===== src/rtl/countdown_bcd_timer.sv =====
// rtl/countdown_bcd_timer.sv - MM:SS BCD countdown timer with strike-scaled decrement rate
module countdown_bcd_timer #(
    parameter int CLK_HZ = 27000000
) (
    input  logic        clock,
    input  logic        reset_n,
    input  logic        load,
    input  logic [15:0] load_bcd,
    input  logic        start,
    input  logic        stop,
    input  logic [1:0]  strikes,
    output logic [3:0]  min_tens,
    output logic [3:0]  min_ones,
    output logic [3:0]  sec_tens,
    output logic [3:0]  sec_ones,
    output logic        running,
    output logic        tick,
    output logic        expired,
    output logic        load_err
);

    localparam int CW = $clog2(CLK_HZ + 1);
    localparam logic [CW-1:0] PM1_SLOW = CW'(CLK_HZ - 1);
    localparam logic [CW-1:0] PM1_MID  = CW'((CLK_HZ * 3) / 4 - 1);
    localparam logic [CW-1:0] PM1_FAST = CW'(CLK_HZ / 2 - 1);

    localparam logic [1:0] S_IDLE    = 2'd0;
    localparam logic [1:0] S_RUN     = 2'd1;
    localparam logic [1:0] S_PAUSED  = 2'd2;
    localparam logic [1:0] S_EXPIRED = 2'd3;

    logic [1:0]    state;
    logic [CW-1:0] count;
    logic [CW-1:0] pm1;
    logic [15:0]   bcd;
    logic [15:0]   dec;
    logic          load_ok;
    logic          period_done;
    logic          dec_zero;
    logic          time_zero;

    assign {min_tens, min_ones, sec_tens, sec_ones} = bcd;
    assign running = (state == S_RUN);
    assign expired = (state == S_EXPIRED);

    always_comb begin
        case (strikes)
            2'd0:    pm1 = PM1_SLOW;
            2'd1:    pm1 = PM1_MID;
            default: pm1 = PM1_FAST;
        endcase
    end

    assign load_ok = (load_bcd[15:12] <= 4'd9) && (load_bcd[11:8] <= 4'd9) &&
                     (load_bcd[7:4] <= 4'd5) && (load_bcd[3:0] <= 4'd9);
    // >= rather than == so a mid-period rate increase fires at once instead of wrapping
    assign period_done = (count >= pm1);
    assign time_zero   = (bcd == 16'h0000);

    always_comb begin
        dec = bcd;
        if (bcd[3:0] != 4'd0) begin
            dec[3:0] = bcd[3:0] - 4'd1;
        end else begin
            dec[3:0] = 4'd9;
            if (bcd[7:4] != 4'd0) begin
                dec[7:4] = bcd[7:4] - 4'd1;
            end else begin
                dec[7:4] = 4'd5;
                if (bcd[11:8] != 4'd0) begin
                    dec[11:8] = bcd[11:8] - 4'd1;
                end else begin
                    dec[11:8]  = 4'd9;
                    dec[15:12] = bcd[15:12] - 4'd1;
                end
            end
        end
    end

    assign dec_zero = (dec == 16'h0000);

    always_ff @(posedge clock or negedge reset_n) begin
        if (!reset_n) begin
            state    <= S_IDLE;
            count    <= '0;
            bcd      <= 16'h0000;
            tick     <= 1'b0;
            load_err <= 1'b0;
        end else begin
            tick     <= 1'b0;
            load_err <= 1'b0;

            // Counting proceeds regardless of requests; a rejected load must not disturb it
            if (state == S_RUN) begin
                if (period_done) begin
                    count <= '0;
                    tick  <= 1'b1;
                    bcd   <= dec;
                    if (dec_zero) begin
                        state <= S_EXPIRED;
                    end
                end else begin
                    count <= count + CW'(1);
                end
            end

            if (load) begin
                if (load_ok && state != S_RUN) begin
                    bcd   <= load_bcd;
                    state <= S_IDLE;
                    count <= '0;
                end else begin
                    load_err <= 1'b1;
                end
            end else if (stop) begin
                if (state == S_RUN && !(period_done && dec_zero)) begin
                    state <= S_PAUSED;
                end
            end else if (start) begin
                if ((state == S_IDLE || state == S_PAUSED) && !time_zero) begin
                    state <= S_RUN;
                    if (state == S_IDLE) begin
                        count <= '0;
                    end
                end
            end
        end
    end

endmodule


===== config.mk =====
export PLATFORM = sky130hd
export DESIGN_NAME = countdown_bcd_timer
export DESIGN_NICKNAME = d
export VERILOG_FILES = /design/src/rtl/countdown_bcd_timer.sv
export SDC_FILE = /design/constraint.sdc
export NUM_CORES = 1
export LEC_CHECK = 0
export ABC_CLOCK_PERIOD_IN_PS = 2400
export CELL_PAD_IN_SITES_DETAIL_PLACEMENT = 1
export CELL_PAD_IN_SITES_GLOBAL_PLACEMENT = 1
export CORE_UTILIZATION = 37
export CTS_CLUSTER_DIAMETER = 50
export DETAILED_ROUTE_END_ITERATION = 10
export GPL_ROUTABILITY_DRIVEN = 0
export GPL_TIMING_DRIVEN = 0
export PLACE_DENSITY = 0.82
export SLEW_MARGIN = 5
export SYNTH_ARGS = -nofsm -noshare
export SYNTH_HDL_FRONTEND = slang
export SYNTH_SLANG_ARGS = --single-unit
export TNS_END_PERCENT = 100

===== constraint.sdc =====
create_clock -name clock -period 2.4 [get_ports clock]
set_clock_uncertainty 0.1 [all_clocks]
set_input_delay 0.36 -clock clock [delete_from_list [all_inputs] [get_ports clock]]
set_output_delay 0.36 -clock clock [all_outputs]
set_load 0.02 [all_outputs]

# Yosys cells after proc, flatten, opt, wreduce, memory -nomap -nowiden
# Index checks and enable logic that the tools add are counted.
# word_totals
regBits	45
input_bits	23
out_inout_bits	20
elab_cells	69
# op_classes
n_addsub	5
n_lt_le_gt_ge	5
eq_ne	5
muxes	32
reduce_logical	17
# op_table
op	count
25-bit two-way mux	8
16-bit two-way mux	4
25-bit case mux with 2 select lines	1
16-bit logical NOT	2
25-bit by 1-bit adder with 25-bit output, second input constant	1
25-bit >= comparator	1
2-bit two-way mux	9
4-bit two-way mux	4
4-bit by 1-bit subtractor with 4-bit output, second input constant	4
4-bit less-or-equal comparator, second input constant	3
12-bit two-way mux	1
4-bit nonzero test	3
8-bit two-way mux	1
1-bit logical AND	7
2-bit by 1-bit == test with 1-bit output, second input constant	2
2-bit == test, second input constant	2
4-bit by 3-bit less-or-equal comparator with 1-bit output, second input constant	1
2-bit logical NOT	2
1-bit two-way mux	4
1-bit logical NOT	2
2-bit by 1-bit inequality test with 1-bit output, second input constant	1
1-bit logical OR	1

# Longest topological paths before layout
# logic_depth
depth_word	12
mapped_depth	12
depth_no_buf	10

# Least setup slack after synthesis
# Ideal clock, no wire load.
# synth_path
path_kind	input-to-reg
from	in strikes[1]
to	reg bcd[10]
setup_ps	126
arrival_ps	2452
required_time_ps	2174
setup_slack_ps	-278
path_stages	11
n_path_buf	1
cell_sequence	or2_2 inv_1 ha_1 a21o_1 maj3_1 a21oi_1 o31ai_2 o21ai_2 buf_6 nor3_1 a221o_1
# synth_between
elab_chain_len	7
word_cells_on_any_way	8
cone_classes	order compare: 1; eq/ne: 1; mux: 5; reduce/logical: 1
# synth_lines
element	line	rtl
start: declaration	11	input logic [1:0] strikes,
2-bit by 1-bit == test with 1-bit output or 2-bit logical NOT (tied branches)	47	case (strikes)
25-bit case mux with 2 select lines (*)	47	
25-bit >= comparator (*)	57	assign period_done = (count >= pm1);
16-bit two-way mux (*)	95	if (period_done) begin
16-bit two-way mux (*)	94	if (state == S_RUN) begin
16-bit two-way mux	108	if (load_ok && state != S_RUN) begin
16-bit two-way mux (*)	107	if (load) begin
end signal: assignment	109	bcd <= load_bcd;
end: declaration	35	logic [15:0] bcd;
# Mark *: on every way between the ends. The rest lies on a longest branch, timed or not.

# Worst setup path after layout
# layout_path
from	reg bcd[4]
to	reg count[7]
# layout_between
elab_chain_len	7
# layout_lines
element	line	rtl
16-bit logical NOT	58	assign time_zero = (bcd == 16'h0000);
1-bit logical NOT	120	if ((state == S_IDLE || state == S_PAUSED) && !time_zero) begin
1-bit logical AND	120	
25-bit two-way mux	120	
25-bit two-way mux	119	end else if (start) begin
25-bit two-way mux	115	end else if (stop) begin
25-bit two-way mux	107	
end signal: assignment	103	count <= count + CW'(1);
end: declaration	33	logic [CW-1:0] count;
# Every way passes these cells.

==> flow_summary_export.csv <==
group,metric,value,unit
status,outcome,"finished, violations left",
status,violations,"setup timing",
floorplanning,die_span_x,90.9,um
pwr,power.share.combinational,32.2,%
setup_path,worst-endpoint-arrival,2.60,ns
placed_design,hpwlAfterDp,6.10,mm
yosys,yosys.cell_types.count,57,
yosys,syn_nets,370,
pwr,p_switching,0.805,mW
clock_network,clock_latency,0.31,ns
grt,grt_first_pass_wirelength,14.9,mm
floorplanning,design.portCount,43,
grt,grt_start_max_net_pins,26,
setup_path,type_of_destination_of_the_critical_path,"flop",
placed_design,port-buffer-count,41,
sta,post-route-min-period,2.47,ns
sta,timing.setup.tns,-1.38,ns
setup_path,critical_path.startpoint_type,"flop",
clock_network,cts_sinks,45,
routing,detail_route.vias_per_cell,5.64,
yosys,syn-mean-instance-area,8.77,sq um
min_path,worst_hold_path_type,"in -> reg",
clock_network,cts_buffer_depth,2,
finish,nets,455,
pwr,worst_ir_drop_vdd,0.000355,V
floorplanning,floorplan.die_area,8260,sq um
grt,grt.overflow.total,0,
routing,wl_per_cell,18.5,um
setup_path,category_of_the_most_critical_setup_path,"reg -> reg",
yosys,synth.yosys.warnings,0,
sta,final.setup.worst_slack,-0.0712,ns
placed_design,placement.cell_area,3530,sq um
setup_path,worstPathRequired,2.53,ns
grt,grt_pass1_vias,3072,
sta,timing.fmax,0.405,GHz
clock_network,cts-buffers-inserted,5,
routing,route.final.wire_length,9.65,mm
sta,worst_rel_slew_slack,62.2,%
pwr,fin_total_pwr,2.33,mW
routing,postRouteAntennaNets,0,
pwr,p_leak,1.76,nW
sta,grt_setup_unrepaired,"yes",
finish,final.fill_count,891,
yosys,syn_area,2920,sq um
routing,dr.pass1.iters,4,
pwr,seqPwrFrac,42.0,%
routing,via_count,2937,
yosys,post-synth-top-count-cell,"sky130_fd_sc_hd__nor2_1",
clock_network,tritoncts,"done",
yosys,synth.cells.most_frequent,"sky130_fd_sc_hd__nor2_1 (50), sky130_fd_sc_hd__dfrtp_1 (45), sky130_fd_sc_hd__nand2_1 (25), sky130_fd_sc_hd__nand3_1 (18), sky130_fd_sc_hd__o21ai_0 (18)",
sta,final_setup_violation_count,32,
pwr,power_switching_share,34.6,%
yosys,synthDominantCellAreaShare,38.5,%
finish,diodes,0,
grt,antenna_found_initial,0,
yosys,synth_top_cells_by_area,"sky130_fd_sc_hd__dfrtp_1 (39%), sky130_fd_sc_hd__nor2_1 (6.4%), sky130_fd_sc_hd__ha_1 (6.0%)",
sta,min_period_over_period,103,%
setup_path,critical_path_peak_fanout,5,
placed_design,pre_cts_slack,-1.00,ns
sta,worst_pin_slew,0.563,ns
clock_network,clk_pin_slew_worst_paths,0.09,ns
floorplanning,die_h,90.9,um
finish,final_util,54.3,%
yosys,async_reset_ff_share,100,%
yosys,number_of_flops_mapped_to_enable_cells_by_yosys,0,
finish,final_area,4170,sq um
pwr,p_clk_share,25.7,%
routing,detailed_route_drc_error_count,0,
yosys,syn_inst,333,
yosys,synth_seq_area_share,38.5,%
clock_network,clock_tree.htree_level_count,2,
grt,globalRouteTotalUtil,22.5,%
finish,multiInputGateArea,1920,sq um
floorplanning,start_util,38.0,%
job,drv_cap,0,
yosys,ys_seq_elements,45,
yosys,synth_top_flop_cell,"sky130_fd_sc_hd__dfrtp_1",
finish,share_of_layout_cells_above_drive_strength_1,27.0,%
floorplanning,core.rowCount,32,
pwr,power_per_cell_area,557,nW/um^2
floorplanning,std_cell_core_area,7690,sq um
yosys,synth_top_area_cell,"sky130_fd_sc_hd__dfrtp_1",
finish,synthToLayoutAreaGrowth,42.8,%
sta,slew_violations,0,
pwr,power.internal,1.52,mW
finish,sequential_cell_area,1140,sq um
routing,drt_iter0_drc,102,
sta,finalHoldViolations,0,
clock_network,cts.root.buffer_cell,"sky130_fd_sc_hd__clkbuf_8",
==> logic make-up after synthesis <==
logic type               synth area share, %
multiplexers                            1.07
adder cells (fa/ha/maj)                 6.68
AO/OA/AOI/OAI                           13.9
buffers and inverters                   3.85
flip-flops                              38.5
XOR/XNOR                                8.09
AND/OR/NAND/NOR                         27.9
==> power by group through the flow <==
stage                     combinational [mW]  sequential, mW  clock (mW)
final                                  0.750           0.977       0.599
after detailed placement               0.590           0.990           0
after floorplan                        0.268            1.03           0
after CTS                              0.671           0.961       0.614
after global routing                   0.802           0.989       0.641
after global placement                 0.565           0.990           0
==> state kept, by name, summed over array words and instances, names as in the netlist, named ones only <==
| name | count |
|---|---|
| count | 25 |
| bcd | 16 |
| load_err | 1 |
| state | 1 |
| tick | 1 |
==> critical path, cell delays in order (launching register included) <==
cell and delay [ns]:
sky130_fd_sc_hd__dfrtp_2 0.44, sky130_fd_sc_hd__or4_4 0.54, sky130_fd_sc_hd__nor4_4 0.37, sky130_fd_sc_hd__and3_4 0.26, sky130_fd_sc_hd__nor3_1 0.10, sky130_fd_sc_hd__nand2_1 0.11
sky130_fd_sc_hd__nand3_2 0.17, sky130_fd_sc_hd__buf_4 0.22, sky130_fd_sc_hd__nor2_1 0.10
==> through the flow <==
stage | hold slack, ns | instances
after floorplan | -0.0356 | 333
after global placement | 0.443 | 476
after detailed placement | 0.276 | 477
after CTS | 0.342 | 505
after global routing | 0.399 | 521
final | 0.366 | 521
==> layout make-up <==
| class | count | area share [%] |
|---|---|---|
| Multi-Input combinational cell | 264 | 46.0 |
| Inverter | 11 | 1.02 |
| Timing Repair Buffer | 79 | 17.9 |
| Buffer | 12 | 2.04 |
| Clock inverter | 3 | 1.11 |
| Clock buffer | 5 | 1.65 |
| Tap cell | 102 | 3.06 |
| Sequential cell | 45 | 27.3 |
==> layout by cell type (no fill, tap or decap), types with 8 or more instances in the layout <==
| cell type | instances |
|---|---|
| sky130_fd_sc_hd__inv_1 | 8 |
| sky130_fd_sc_hd__nand4_1 | 8 |
| sky130_fd_sc_hd__buf_6 | 9 |
| sky130_fd_sc_hd__nand2_1 | 24 |
| sky130_fd_sc_hd__xnor2_1 | 14 |
| sky130_fd_sc_hd__ha_1 | 8 |
| sky130_fd_sc_hd__nor2_1 | 47 |
| sky130_fd_sc_hd__dfrtp_1 | 36 |
| sky130_fd_sc_hd__o21ai_0 | 13 |
| sky130_fd_sc_hd__xor2_1 | 13 |
| sky130_fd_sc_hd__nand3_1 | 17 |
| sky130_fd_sc_hd__clkdlybuf4s50_1 | 37 |
| sky130_fd_sc_hd__nor3_1 | 8 |
| sky130_fd_sc_hd__buf_4 | 31 |
| sky130_fd_sc_hd__a21oi_1 | 12 |
| sky130_fd_sc_hd__dfrtp_2 | 9 |
==> path summary, 6_finish.rpt <==
kind	startpoint	endpoint	slack (ns)	depth (start not counted)
min in group asynchronous	reset_n	count[2]$_DFF_PN0_	0.46	2
min	load	load_err$_DFF_PN0_	0.37	2
max	bcd[4]$_DFF_PN0_	count[7]$_DFF_PN0_	-0.07	8
max reg2reg	bcd[4]$_DFF_PN0_	count[7]$_DFF_PN0_	-0.07	8
min reg2reg	count[15]$_DFF_PN0_	count[15]$_DFF_PN0_	0.49	2
max in group asynchronous	reset_n	bcd[4]$_DFF_PN0_	1.19	3
==> per-layer routing <==
layer	wire length (um)	track usage (%)	vias up
li1	-	-	1366
met1	4010	27.8	1460
met2	5010	40.4	87
met3	386	3.03	24
met4	248	6.61	0
met5	0	0	-
==> what timing repair did <==
item,CTS,global route
endpoints found under the hold margin,20,0
pin swaps,14,26
buffers inserted,18,18
hold buffers,1,0
cloned,1,0
resized for setup,33,41
endpoints found under the setup margin,45,45
Power figures use the tool's default switching activity.
